## src/rtl/pixel_frame_writer.sv

```systemverilog
// Pixel stream to framebuffer write port: small FIFO, off-screen filtering with
// a saturating drop counter, and a full-screen clear engine.
module pixel_frame_writer #(
  parameter int          DEPTH     = 8,
  parameter int          WIDTH     = 160,
  parameter int          HEIGHT    = 120,
  parameter logic [2:0]  BG_COLOUR = 3'b000
) (
  input  logic        CLOCK_50,
  input  logic        resetn,
  input  logic        pix_valid,
  output logic        pix_ready,
  input  logic [7:0]  pix_x,
  input  logic [6:0]  pix_y,
  input  logic [2:0]  pix_colour,
  input  logic        clear_req,
  output logic        clear_busy,
  output logic [14:0] fb_addr,
  output logic [2:0]  fb_data,
  output logic        fb_we,
  output logic [7:0]  drop_count,
  output logic [3:0]  fifo_level
);

  localparam int          AW       = $clog2(DEPTH);
  localparam logic [3:0]  DEPTH_L  = 4'(DEPTH);
  localparam logic [7:0]  WIDTH_L  = 8'(WIDTH);
  localparam logic [6:0]  HEIGHT_L = 7'(HEIGHT);
  localparam logic [14:0] LAST_PIX = 15'(WIDTH * HEIGHT - 1);

  typedef enum logic [1:0] {IDLE, CLR_DRAIN, CLR_RUN} state_t;

  state_t          state;
  logic [17:0]     mem [DEPTH];
  logic [AW-1:0]   wr_ptr;
  logic [AW-1:0]   rd_ptr;
  logic [14:0]     clr_cnt;
  logic            push;
  logic            pop;
  logic [7:0]      head_x;
  logic [6:0]      head_y;
  logic [2:0]      head_c;
  logic            head_on_screen;
  logic [14:0]     head_addr;

  assign pix_ready  = resetn && (state == IDLE) && (fifo_level < DEPTH_L);
  assign clear_busy = (state != IDLE);
  assign push       = pix_valid && pix_ready;
  assign pop        = (state != CLR_RUN) && (fifo_level != 4'd0);

  assign {head_x, head_y, head_c} = mem[rd_ptr];
  assign head_on_screen = (head_x < WIDTH_L) && (head_y < HEIGHT_L);
  // y*160 as (y<<7) + (y<<5), kept within 15 bits
  assign head_addr = {1'b0, head_y, 7'b0} + {3'b0, head_y, 5'b0} + {7'b0, head_x};

  always_ff @(posedge CLOCK_50) begin
    if (push) mem[wr_ptr] <= {pix_x, pix_y, pix_colour};
  end

  always_ff @(posedge CLOCK_50) begin
    if (!resetn) begin
      state      <= IDLE;
      wr_ptr     <= '0;
      rd_ptr     <= '0;
      fifo_level <= 4'd0;
      clr_cnt    <= 15'd0;
      fb_we      <= 1'b0;
      fb_addr    <= 15'd0;
      fb_data    <= 3'd0;
      drop_count <= 8'd0;
    end else begin
      fb_we <= 1'b0;

      if (push) wr_ptr <= wr_ptr + 1'b1;

      if (pop) begin
        rd_ptr <= rd_ptr + 1'b1;
        if (head_on_screen) begin
          fb_we   <= 1'b1;
          fb_addr <= head_addr;
          fb_data <= head_c;
        end else if (drop_count != 8'hFF) begin
          drop_count <= drop_count + 8'd1;
        end
      end

      case ({push, pop})
        2'b10:   fifo_level <= fifo_level + 4'd1;
        2'b01:   fifo_level <= fifo_level - 4'd1;
        default: fifo_level <= fifo_level;
      endcase

      case (state)
        IDLE: begin
          if (clear_req) state <= CLR_DRAIN;
        end
        CLR_DRAIN: begin
          // no pushes here, so at most one entry left means empty after this pop
          if (fifo_level <= 4'd1) state <= CLR_RUN;
        end
        CLR_RUN: begin
          fb_we   <= 1'b1;
          fb_addr <= clr_cnt;
          fb_data <= BG_COLOUR;
          if (clr_cnt == LAST_PIX) begin
            clr_cnt <= 15'd0;
            state   <= IDLE;
          end else begin
            clr_cnt <= clr_cnt + 15'd1;
          end
        end
        default: state <= IDLE;
      endcase
    end
  end

endmodule

```

## config.mk

```make
export PLATFORM = sky130hd
export DESIGN_NAME = pixel_frame_writer
export DESIGN_NICKNAME = d
export VERILOG_FILES = /design/src/rtl/pixel_frame_writer.sv
export SDC_FILE = /design/constraint.sdc
export NUM_CORES = 1
export LEC_CHECK = 0
export CAP_MARGIN = 20
export CELL_PAD_IN_SITES_DETAIL_PLACEMENT = 1
export CELL_PAD_IN_SITES_GLOBAL_PLACEMENT = 1
export CORE_MARGIN = 3
export CORE_UTILIZATION = 35
export DETAILED_ROUTE_END_ITERATION = 10
export GPL_TIMING_DRIVEN = 0
export PLACE_DENSITY = 0.6
export SYNTH_ARGS = -nofsm -noshare
export SYNTH_HDL_FRONTEND = slang
export SYNTH_SLANG_ARGS = --single-unit
```

## constraint.sdc

```tcl
create_clock -name CLOCK_50 -period 4.85 [get_ports CLOCK_50]
set_input_delay 1.2125 -clock CLOCK_50 [delete_from_list [all_inputs] [get_ports CLOCK_50]]
set_output_delay 1.2125 -clock CLOCK_50 [all_outputs]
set_load 0.01 [all_outputs]
```

==> results.md, run 1 <==
- Placement Cell Area: 0.00962 mm²
- Ys async rst share: 0
- Mux share of post-synthesis cell area: 0.134
- Ys flop type: edfxtp_1
- Max FO, Critical Path: 9
- Final setup viols: 0
- Ant diodes: 0
- Critical path arrival: 3280 ps
- CORE AREA: 0.0236 mm²
- Post-synthesis compound-gate area fraction: 0.0548
- Yosys cell types: 57
- GRT Total Usage: 0.152
- WS Path Type: input pin to primary output
- Routability cong.: 0.783
- Worst reg-to-reg path cell count: 15
- Startpoint type of the worst setup path: input pin
- Critical path required time: 3640 ps
- NetSw: 1.88 mW
- Final instance area: 0.0104 mm²
- Largest family of logic cells by synthesized area: multiplexers
- Ports: 55
- Post-CTS Setup Bufs: 0
- Area of the multi-input gates: 0.00287 mm²
- Initial core utilization: 0.359
- CTS tree: yes
- Antenna Nets Post-Route: 0
- RSZ-0062 raised after global routing: false
- Clock transition at the registers of the reported paths: 60 ps
- Syn Area/Cell: 15.7 µm²
- Slew @ Worst Pin: 806 ps
- Min Tclk post-route: 4500 ps
- Count of final hold-check violations: 0
- Vias: 4957
- Wirelength, routed: 19.8 mm
- Fillers: 2370
- Fin nets: 679
- Total of max-cap violations: 0
- Syn Std Cell Area: 0.00847 mm²
- Final period util: 0.927
- Min Hold Slack: 469 ps
- Reg area: 0.00547 mm²
- Yosys top cell area share: 0.510
- Core Rows: 56
- Comb pwr share: 0.358
- Peak supply drop: 315 µV
- Simple-gate share of the synthesized area: 0.0818
- Num CTS Buffers: 24
- Worst reg-to-reg setup slack: 430 ps
- Largest net degree at the start of global routing: 14
- Gate count of the mapped netlist: 539
- Hold path start: fb_addr[6]$_SDFFE_PN0P_
- Leakage: 3.57 nW
- Post-synth EDFFs: 144
- Depth of the CTS H-tree: 1
- Port Buffer Count: 54
- DRC: 0
- Total power: 5.79 mW
- DRT iter0 DRCs: 292
- Clock tree buffer depth: 3
- Kind of end point of the critical path: primary output
- Reg2reg end: fb_addr[12]$_SDFFE_PN0P_
- Net Count, Synth: 585
- Synth area leaders: edfxtp_1 51%, dfxtp_1 13%, mux4_2 6.4%
- Area delta synth->final: 22.3%
- Hold Path Cell Cnt: 2
- Status: finished, final reports clean
- Fmax: 222 MHz
- Hold crit path type: flip-flop to flip-flop
- Share of cells above drive strength 1: 0.175
- Clock sinks: 201
- TNS Setup: 0 ps
- Vias in the first global route: 5297
- Reg power frac: 0.356
- Die Y: 162 µm
- Clk_lat worst skew: 520 ps
- Drt pass-1 iters: 4
- Initial antenna violation count: 0
- Die W: 162 µm
- Cell-internal power: 3.91 mW
- Clk root buf: clkbuf_16
- Yosys warnings: 0
- Sequential share of the synthesized area: 0.645
- Synth area leader: edfxtp_1
- DIE AREA: 0.0261 mm²
- WL/cell: 20.4 µm
- Post-Synth XOR/XNOR Area: 0.0269
- Yosys reg bits: 201
- Final Skew: 16.3 ps
- GRT overflow: 0
- Switching share of power: 0.324
- Power per cell area: 559 mW/mm²
- Drt via density: 5.11
- Hold EP: fb_addr[6]$_SDFFE_PN0P_
- Clock power frac: 0.286
- Layout Utilization: 0.439
- Global-route wire length before repair: 30.8 mm
- Adder-Cell Fraction of Synth Area: 0.0372
- Rel. slew slack: 0.462
- Slew Viols, Final: 0
- Final HPWL from detailed placement: 14.3 mm
- Hold_buf cts: 0
## registers in the layout (all words and copies together) (netlist names), named ones only
signal	count
mem	144
clr_cnt	15
fb_addr	15
drop_count	8
fifo_level	4
fb_data	3
rd_ptr	3
wr_ptr	3
state	2
fb_we	1
## cell families (layout without fill, tap and decap cells)
family,Yosys count,in the layout
buf+inv,34,146
mux,59,59
flops,201,201
fa+ha+maj,24,24
xor+xnor,26,26
simple gates,129,129
compound gates,66,66
## stage by stage
step	setup WS [ps]	std cells
after detailed placement	-127	926
final	353	970
after CTS	115	970
after global placement	-2380	912
after floorplan	435	539
after global routing	116	970
## area by class of cell
type | instances | share of cell area
Sequential cell | 201 | 0.528
Multi-Input combinational cell | 304 | 0.277
Timing Repair Buffer | 68 | 0.0686
Clock buffer | 30 | 0.0602
Tap cell | 319 | 0.0385
Buffer | 21 | 0.0122
Clock inverter | 14 | 0.0112
Inverter | 13 | 0.00471
## Yosys cell counts, types with 10 or more instances
master / count
a21oi_1: 17
a221o_1: 10
and3_1: 18
clkbuf_1: 10
dfxtp_1: 57
edfxtp_1: 144
ha_1: 22
inv_1: 12
mux2_2: 12
mux4_1: 14
mux4_2: 24
nand2_1: 20
nand3_1: 12
nor2_1: 37
o21ai_0: 11
xor2_1: 20
## placed cells by master (no fill, tap or decap), types with 11 or more instances in the layout
master,n
edfxtp_1,144
dfxtp_1,57
nand2_1,20
mux4_1,14
nand3_1,12
nor2_1,34
o21ai_0,11
a21oi_1,17
mux4_2,24
and3_1,18
inv_1,12
clkdlybuf4s50_1,54
mux2_2,12
xor2_1,20
ha_1,22
clkbuf_1,14
clkbuf_16,24
## repair_timing
item	CTS	global route
gates resized for setup	1	2
endpoints found under the hold margin	0	0
endpoints found under the setup margin	2	2
## critical path, stage by stage
cell             delay (ps)
clkdlybuf4s50_1         510
clkinv_1                290
nor3_1                  610
clkdlybuf4s50_1         660
## layer usage
layer | part of all wire | vias up | GRT usage
met2 | 0.48 | 97 | 0.259
met4 | 0.020 | 0 | 0.0368
met5 | 0 | - | 0
met3 | 0.051 | 27 | 0.0292
li1 | - | 2316 | -
met1 | 0.45 | 2517 | 0.203
## power by group through the flow
stage	combinational [mW]	sequential (mW)	clock [mW]
6_report	2.07	2.06	1.66
5_1_grt	2.29	2.08	1.80
4_1_cts	2.11	2.07	1.71
3_5_place_dp	2.09	2.10	0
3_3_place_gp	2.03	2.10	0
2_1_floorplan	1.40	2.11	0
## worst max path at each step
stage | slack [ps] | startpoint | to
after CTS | 110 | flip-flop | fb_addr[12]$_SDFFE_PN0P_
after global routing | 120 | flip-flop | fb_addr[12]$_SDFFE_PN0P_
after global placement | -2380 | resetn | mem[0][5]$_DFFE_PP_
after detailed placement | -130 | flip-flop | fb_addr[12]$_SDFFE_PN0P_
after floorplan | 430 | resetn | mem[0][0]$_DFFE_PP_
final | 350 | resetn | pix_ready
No activity file was read; power rests on OpenSTA's default activity.
==> run 2, diff against run 1 <==
--- a/config.mk
+++ b/config.mk
@@ -12,7 +12,8 @@
 export CORE_UTILIZATION = 35
 export DETAILED_ROUTE_END_ITERATION = 10
 export GPL_TIMING_DRIVEN = 0
-export PLACE_DENSITY = 0.6
+export PLACE_DENSITY = 0.68
+export SETUP_SLACK_MARGIN = 0.15
 export SYNTH_ARGS = -nofsm -noshare
 export SYNTH_HDL_FRONTEND = slang
 export SYNTH_SLANG_ARGS = --single-unit
==> results.md, run 2 (synthesis results as in run 1) <==
- GRT overflow: 0 (unchanged)
- Most common cell after layout, fill and taps aside: edfxtp_1
- Critical path required time: 5220 ps (+1580 ps)
- Status: finished, final reports clean
- Fin nets: 676 (-0.44%)
- Largest net degree at the start of global routing: 16 (+2)
- Vias: 5040 (+1.7%)
- Ports: 55 (unchanged)
- CTS tree: yes
- Min Tclk post-route: 4420 ps (-72.8 ps)
- Max FFs per register: 144 (unchanged)
- Clock transition at the registers of the reported paths: 60 ps (about the same)
- Final setup viols: 0 (unchanged)
- Slew @ Worst Pin: 833 ps (+26.5 ps)
- CORE AREA: 0.0236 mm² (unchanged)
- Startpoint type of the worst setup path: flip-flop
- Share of cells above drive strength 1: 0.184 (+0.00938)
- DIE AREA: 0.0261 mm² (unchanged)
- Final Skew: 21.4 ps (+5.11 ps)
- Port Buffer Count: 54 (unchanged)
- Largest Register: mem
- RSZ-0062 raised after global routing: false
- Clock tree buffer depth: 3 (unchanged)
- Drt pass-1 iters: 4 (unchanged)
- DRC: 0 (unchanged)
- Fmax: 226 MHz (+1.6%)
- Initial core utilization: 0.359 (unchanged)
- Min Hold Slack: 473 ps (+3.99 ps)
- Final period util: 0.912 (-0.0150)
- Num CTS Buffers: 21 (-13%)
- Critical path arrival: 4790 ps (+1510 ps)
- Hold crit path type: flip-flop to flip-flop
- Peak supply drop: 326 µV (+3.7%)
- Placement Cell Area: 0.00962 mm² (unchanged)
- Hold_buf cts: 0 (unchanged)
- Largest regs: mem (144), clr_cnt (15), fb_addr (15)
- Die W: 162 µm (unchanged)
- WS Path Type: flip-flop to flip-flop
- Drt via density: 5.23 (+2.3%)
- Placed insts: 926 (unchanged)
- Wirelength, routed: 19.9 mm (+0.56%)
- Rel. slew slack: 0.445 (-0.0177)
- Total of max-cap violations: 0 (unchanged)
- Layout Cells excl Fill: 964 (-0.62%)
- WL/cell: 20.7 µm (+1.2%)
- Global-route wire length before repair: 31.2 mm (+1.3%)
- Clk_lat worst skew: 500 ps (-20 ps)
- Core Rows: 56 (unchanged)
- Leakage: 3.57 nW (about the same)
- GRT Total Usage: 0.152 (-0.000330)
- Power per cell area: 562 mW/mm² (+0.50%)
- Commonest cells after routing, fill and taps aside: 144 x edfxtp_1, 57 x dfxtp_1, 54 x clkdlybuf4s50_1, 34 x nor2_1, 24 x mux4_2
- Clock sinks: 201 (unchanged)
- Routability cong.: 0.827 (+5.6%)
- Depth of the CTS H-tree: 1 (unchanged)
- Vias in the first global route: 5390 (+1.8%)
- Final HPWL from detailed placement: 14.3 mm (about the same)
- Antenna Nets Post-Route: 0 (unchanged)
- Ant diodes: 0 (unchanged)
- Clk root buf: clkbuf_16
- Count of final hold-check violations: 0 (unchanged)
- Area delta synth->final: 22.2% (about the same)
- Die Y: 162 µm (unchanged)
- Final instance area: 0.0104 mm² (about the same)
- Post-CTS Setup Bufs: 0 (unchanged)
- DRT iter0 DRCs: 282 (-3.4%)
- Layout Utilization: 0.438 (about the same)
- Kind of end point of the critical path: flip-flop
- Slew Viols, Final: 0 (unchanged)
- Initial antenna violation count: 1 (+1)
- TNS Setup: 0 ps (unchanged)
- Max FO, Critical Path: 10 (+1)
-- run 2: cell types whose count changed in the layout (fill, tap and decap cells not counted), moves of 3 or more --
| cell | before | now |
|---|---|---|
| bufinv_16 | 1 | 4 |
| clkinv_1 | 6 | 3 |
| clkbuf_16 | 24 | 21 |
| clkbuf_1 | 14 | 8 |
-- run 2: area by class of cell --
type / count / area [µm²]
clock inverters: 16 / 186
inverters: 13 / 48.8
flip-flops and latches: 201 / 5470
repair buffers: 68 / 711
clock buffers: 22 / 539
well taps: 319 / 399
plain buffers: 21 / 126
multi-input cells: 304 / 2880
fillers: 2346 / 13300
-- run 2: path summary, 6_finish.rpt --
check                           cells after the start               startpoint                       end  slack, ps
worst min-delay path                                2  fb_addr[7]$_SDFFE_PN0P_   fb_addr[7]$_SDFFE_PN0P_        470
worst min register to register                      2  fb_addr[7]$_SDFFE_PN0P_   fb_addr[7]$_SDFFE_PN0P_        470
worst max register to register                     14                flip-flop  fb_addr[12]$_SDFFE_PN0P_        430
worst max-delay path                               14                flip-flop  fb_addr[12]$_SDFFE_PN0P_        430
-- run 2: critical path: stages (launching register included) --
cell      delay [ps]
dfxtp_1          500
clkbuf_2         340
clkbuf_2         330
buf_2            350
mux4_2           350
mux2_2           330
ha_1             310
ha_1             230
fa_1             430
a211o_1          330
o211ai_1         130
nand2b_1          90
a21oi_1          180
xnor2_1          100
a221o_1          300
-- run 2: power by group --
group          internal [mW]  leakage (nW)  total (mW)  switching, mW
clock network           1.02         0.358        1.67          0.652
registers               1.97          1.76        2.07         0.0943
logic                  0.973          1.45        2.08           1.10
-- run 2: stage by stage --
step / power [mW] / setup WS [ps]
global placement: 4.10 / -2140
global route: 6.19 / 166
CTS: 5.90 / 339
finish: 5.82 / 426
floorplan: 3.51 / 435
detailed placement: 4.20 / -73.8
-- run 2: routing by layer --
| layer | vias to the layer above | global-route usage | wire (µm) |
|---|---|---|---|
| met5 | - | 0 | 13 |
| met4 | 2 | 0.0391 | 382 |
| met3 | 26 | 0.0254 | 788 |
| met2 | 106 | 0.258 | 9670 |
| met1 | 2597 | 0.204 | 9070 |
| li1 | 2309 | - | - |
-- run 2: timing repair --
action,CTS,global route
setup endpoints to repair,2,2
pin swaps,0,0
gates resized for setup,2,2
cloned,0,0
==> run 3, diff against run 2 <==
--- a/config.mk
+++ b/config.mk
@@ -9,10 +9,10 @@
 export CELL_PAD_IN_SITES_DETAIL_PLACEMENT = 1
 export CELL_PAD_IN_SITES_GLOBAL_PLACEMENT = 1
 export CORE_MARGIN = 3
-export CORE_UTILIZATION = 35
+export CORE_UTILIZATION = 40
 export DETAILED_ROUTE_END_ITERATION = 10
 export GPL_TIMING_DRIVEN = 0
-export PLACE_DENSITY = 0.68
+export PLACE_DENSITY = 0.66
 export SETUP_SLACK_MARGIN = 0.15
 export SYNTH_ARGS = -nofsm -noshare
 export SYNTH_HDL_FRONTEND = slang
==> results.md, run 3 (synthesis results as in run 1) <==
- Slew Viols, Final: 0 (unchanged)
- Critical path required time: 5240 ps (+20 ps)
- TNS Setup: 0 ps (unchanged)
- Rel. slew slack: 0.300 (-0.145)
- Initial core utilization: 0.413 (+0.0546)
- Worst reg-to-reg setup slack: 430 ps (about the same)
- Min Tclk post-route: 4420 ps (-4.92 ps)
- Hold crit path type: flip-flop to flip-flop
- Peak supply drop: 339 µV (+3.8%)
- Final HPWL from detailed placement: 14.1 mm (-1.7%)
- Clock transition at the registers of the reported paths: 50 ps (about the same)
- Reg power frac: 0.358 (+0.003)
- Cell-internal power: 3.91 mW (-1.5%)
- Num CTS Buffers: 23 (+9.5%)
- DRC: 0 (unchanged)
- Most common cell after layout, fill and taps aside: edfxtp_1
- Final Skew: 18.6 ps (-2.86 ps)
- Slowest stage delay, CP: 490 ps (about the same)
- WS Path Type: flip-flop to flip-flop
- GRT Total Usage: 0.177 (+0.0244)
- Core Rows: 52 (-7.1%)
- Place WS: -83.5 ps (-9.70 ps)
- RSZ-0062 raised after global routing: true
- Largest Register: mem
- Die Y: 152 µm (-6.2%)
- Ports: 55 (unchanged)
- Wirelength, routed: 19.6 mm (-1.5%)
- Largest regs: mem (144), clr_cnt (15), fb_addr (15)
- Min Hold Slack: 467 ps (-5.69 ps)
- Worst setup margin: 431 ps (+4.92 ps)
- Vias in the first global route: 5252 (-2.6%)
- Ant diodes: 0 (unchanged)
- Max FFs per register: 144 (unchanged)
- Vias: 4928 (-2.2%)
- Clk root buf: clkbuf_16
- Drt pass-1 iters: 4 (unchanged)
- NetSw: 1.86 mW (+0.51%)
- Total power: 5.77 mW (-0.85%)
- Power per cell area: 561 mW/mm² (-0.27%)
- Layout Utilization: 0.502 (+0.0638)
- Crit path max-delay cell type: dfxtp_1
- Global-route wire length before repair: 30.6 mm (-1.7%)
- CORE AREA: 0.0205 mm² (-13%)
- Comb pwr share: 0.359 (+0.002)
- Die W: 152 µm (-6.2%)
- Largest net degree at the start of global routing: 14 (-2)
- Initial antenna violation count: 0 (-1)
- Fin nets: 677 (+0.15%)
- CP Cell Sequence: buf_2, clkbuf_2, buf_2, mux4_2, mux2_2, ha_1, ha_1, fa_1, a211o_1, o211ai_1, nand2b_1, a21oi_1, xnor2_1, a221o_1
- Clock power frac: 0.283 (-0.005)
- Startpoint type of the worst setup path: flip-flop
- Kind of end point of the critical path: flip-flop
- Fillers: 1999 (-15%)
- Clk_lat worst skew: 520 ps (+20 ps)
- Share of cells above drive strength 1: 0.177 (-0.00703)
- Leakage: 3.56 nW (about the same)
- Critical path arrival: 4810 ps (+20 ps)
- Max FO, Critical Path: 10 (unchanged)
- WL/cell: 21.4 µm (+3.4%)
- Clock sinks: 201 (unchanged)
- Clock tree buffer depth: 3 (unchanged)
- CTS tree: yes
- DRT iter0 DRCs: 269 (-4.6%)
- Final period util: 0.911 (-0.00102)
- Slew @ Worst Pin: 1040 ps (+208 ps)
- Drt via density: 5.37 (+2.7%)
- GRT overflow: 0 (unchanged)
- Final setup viols: 0 (unchanged)
- Commonest cells after routing, fill and taps aside: 144 x edfxtp_1, 57 x dfxtp_1, 54 x clkdlybuf4s50_1, 34 x nor2_1, 24 x mux4_2
- Total of max-cap violations: 0 (unchanged)
- Switching share of power: 0.322 (+0.00434)
- Count of final hold-check violations: 0 (unchanged)
- Hold_buf cts: 0 (unchanged)
- Status: finished, final reports clean
- Port Buffer Count: 54 (unchanged)
- Depth of the CTS H-tree: 1 (unchanged)
- Routability cong.: 0.788 (-4.7%)
- Antenna Nets Post-Route: 0 (unchanged)
- DIE AREA: 0.0230 mm² (-12%)
- Area delta synth->final: 21.5%
- Fmax: 226 MHz (+0.11%)
==> run 3: changes by cell type in the layout (fill, tap and decap cells not counted), sizes merged <==
| cell | delta |
|---|---|
| buf | -1 |
| bufinv | -4 |
| clkbuf | +14 |
| clkinv | -4 |
| clkinvlp | -2 |
==> run 3: routing by layer <==
metal  track usage  vias up  share of wire  routed length [µm]
li1              -     2312              -                   -
met1         0.243     2512           0.46                9080
met2         0.295       81           0.49                9540
met3        0.0294       23          0.032                 619
met4        0.0431        0          0.019                 376
met5             0        -              0                   0
==> run 3: cell type report <==
cell class	instances	area, µm²	share of cell area
flip-flops and latches	201	5470	0.531
multi-input cells	304	2870	0.279
repair buffers	67	716	0.0695
clock buffers	36	674	0.0655
well taps	270	338	0.0328
plain buffers	21	129	0.0125
clock inverters	6	48.8	0.00474
inverters	13	48.8	0.00474
==> run 3: worst paths after layout <==
check | end | startpoint | cells after the start
worst max-delay path | fb_addr[12]$_SDFFE_PN0P_ | flip-flop | 14
worst max register to register | fb_addr[12]$_SDFFE_PN0P_ | flip-flop | 14
worst min-delay path | fb_addr[6]$_SDFFE_PN0P_ | fb_addr[6]$_SDFFE_PN0P_ | 2
worst min register to register | fb_addr[6]$_SDFFE_PN0P_ | fb_addr[6]$_SDFFE_PN0P_ | 2
==> run 3: metrics by stage <==
step | cell area (µm²) | cells
2_1_floorplan | 8470 | 539
3_3_place_gp | 9350 | 863
3_5_place_dp | 9560 | 876
4_1_cts | 10300 | 918
5_1_grt | 10300 | 918
6_report | 10300 | 918
==> run 3: repair_timing <==
action | CTS | global route
pin swaps | 0 | 0
gates resized for setup | 2 | 3
setup buffers | 0 | 0
setup endpoints to repair | 4 | 2
==> run 3: power by group through the flow <==
stage	logic, mW	registers, mW	clock network [mW]
after global routing	2.31	2.08	1.75
final	2.07	2.06	1.64
after CTS	2.10	2.07	1.68
after global placement	2.02	2.10	0
after floorplan	1.40	2.11	0
after detailed placement	2.09	2.10	0
==> run 3: critical path: cells and delay by family, from the launching register on <==
kind,cells,cell delay (ps)
AOI/OAI and AO/OA,4,920
xor gates and xnor gates,1,90
adders and majority gates,3,990
buffers and inverters,3,1040
DFF,1,490
muxes,2,680
and+or+nand+nor,1,90
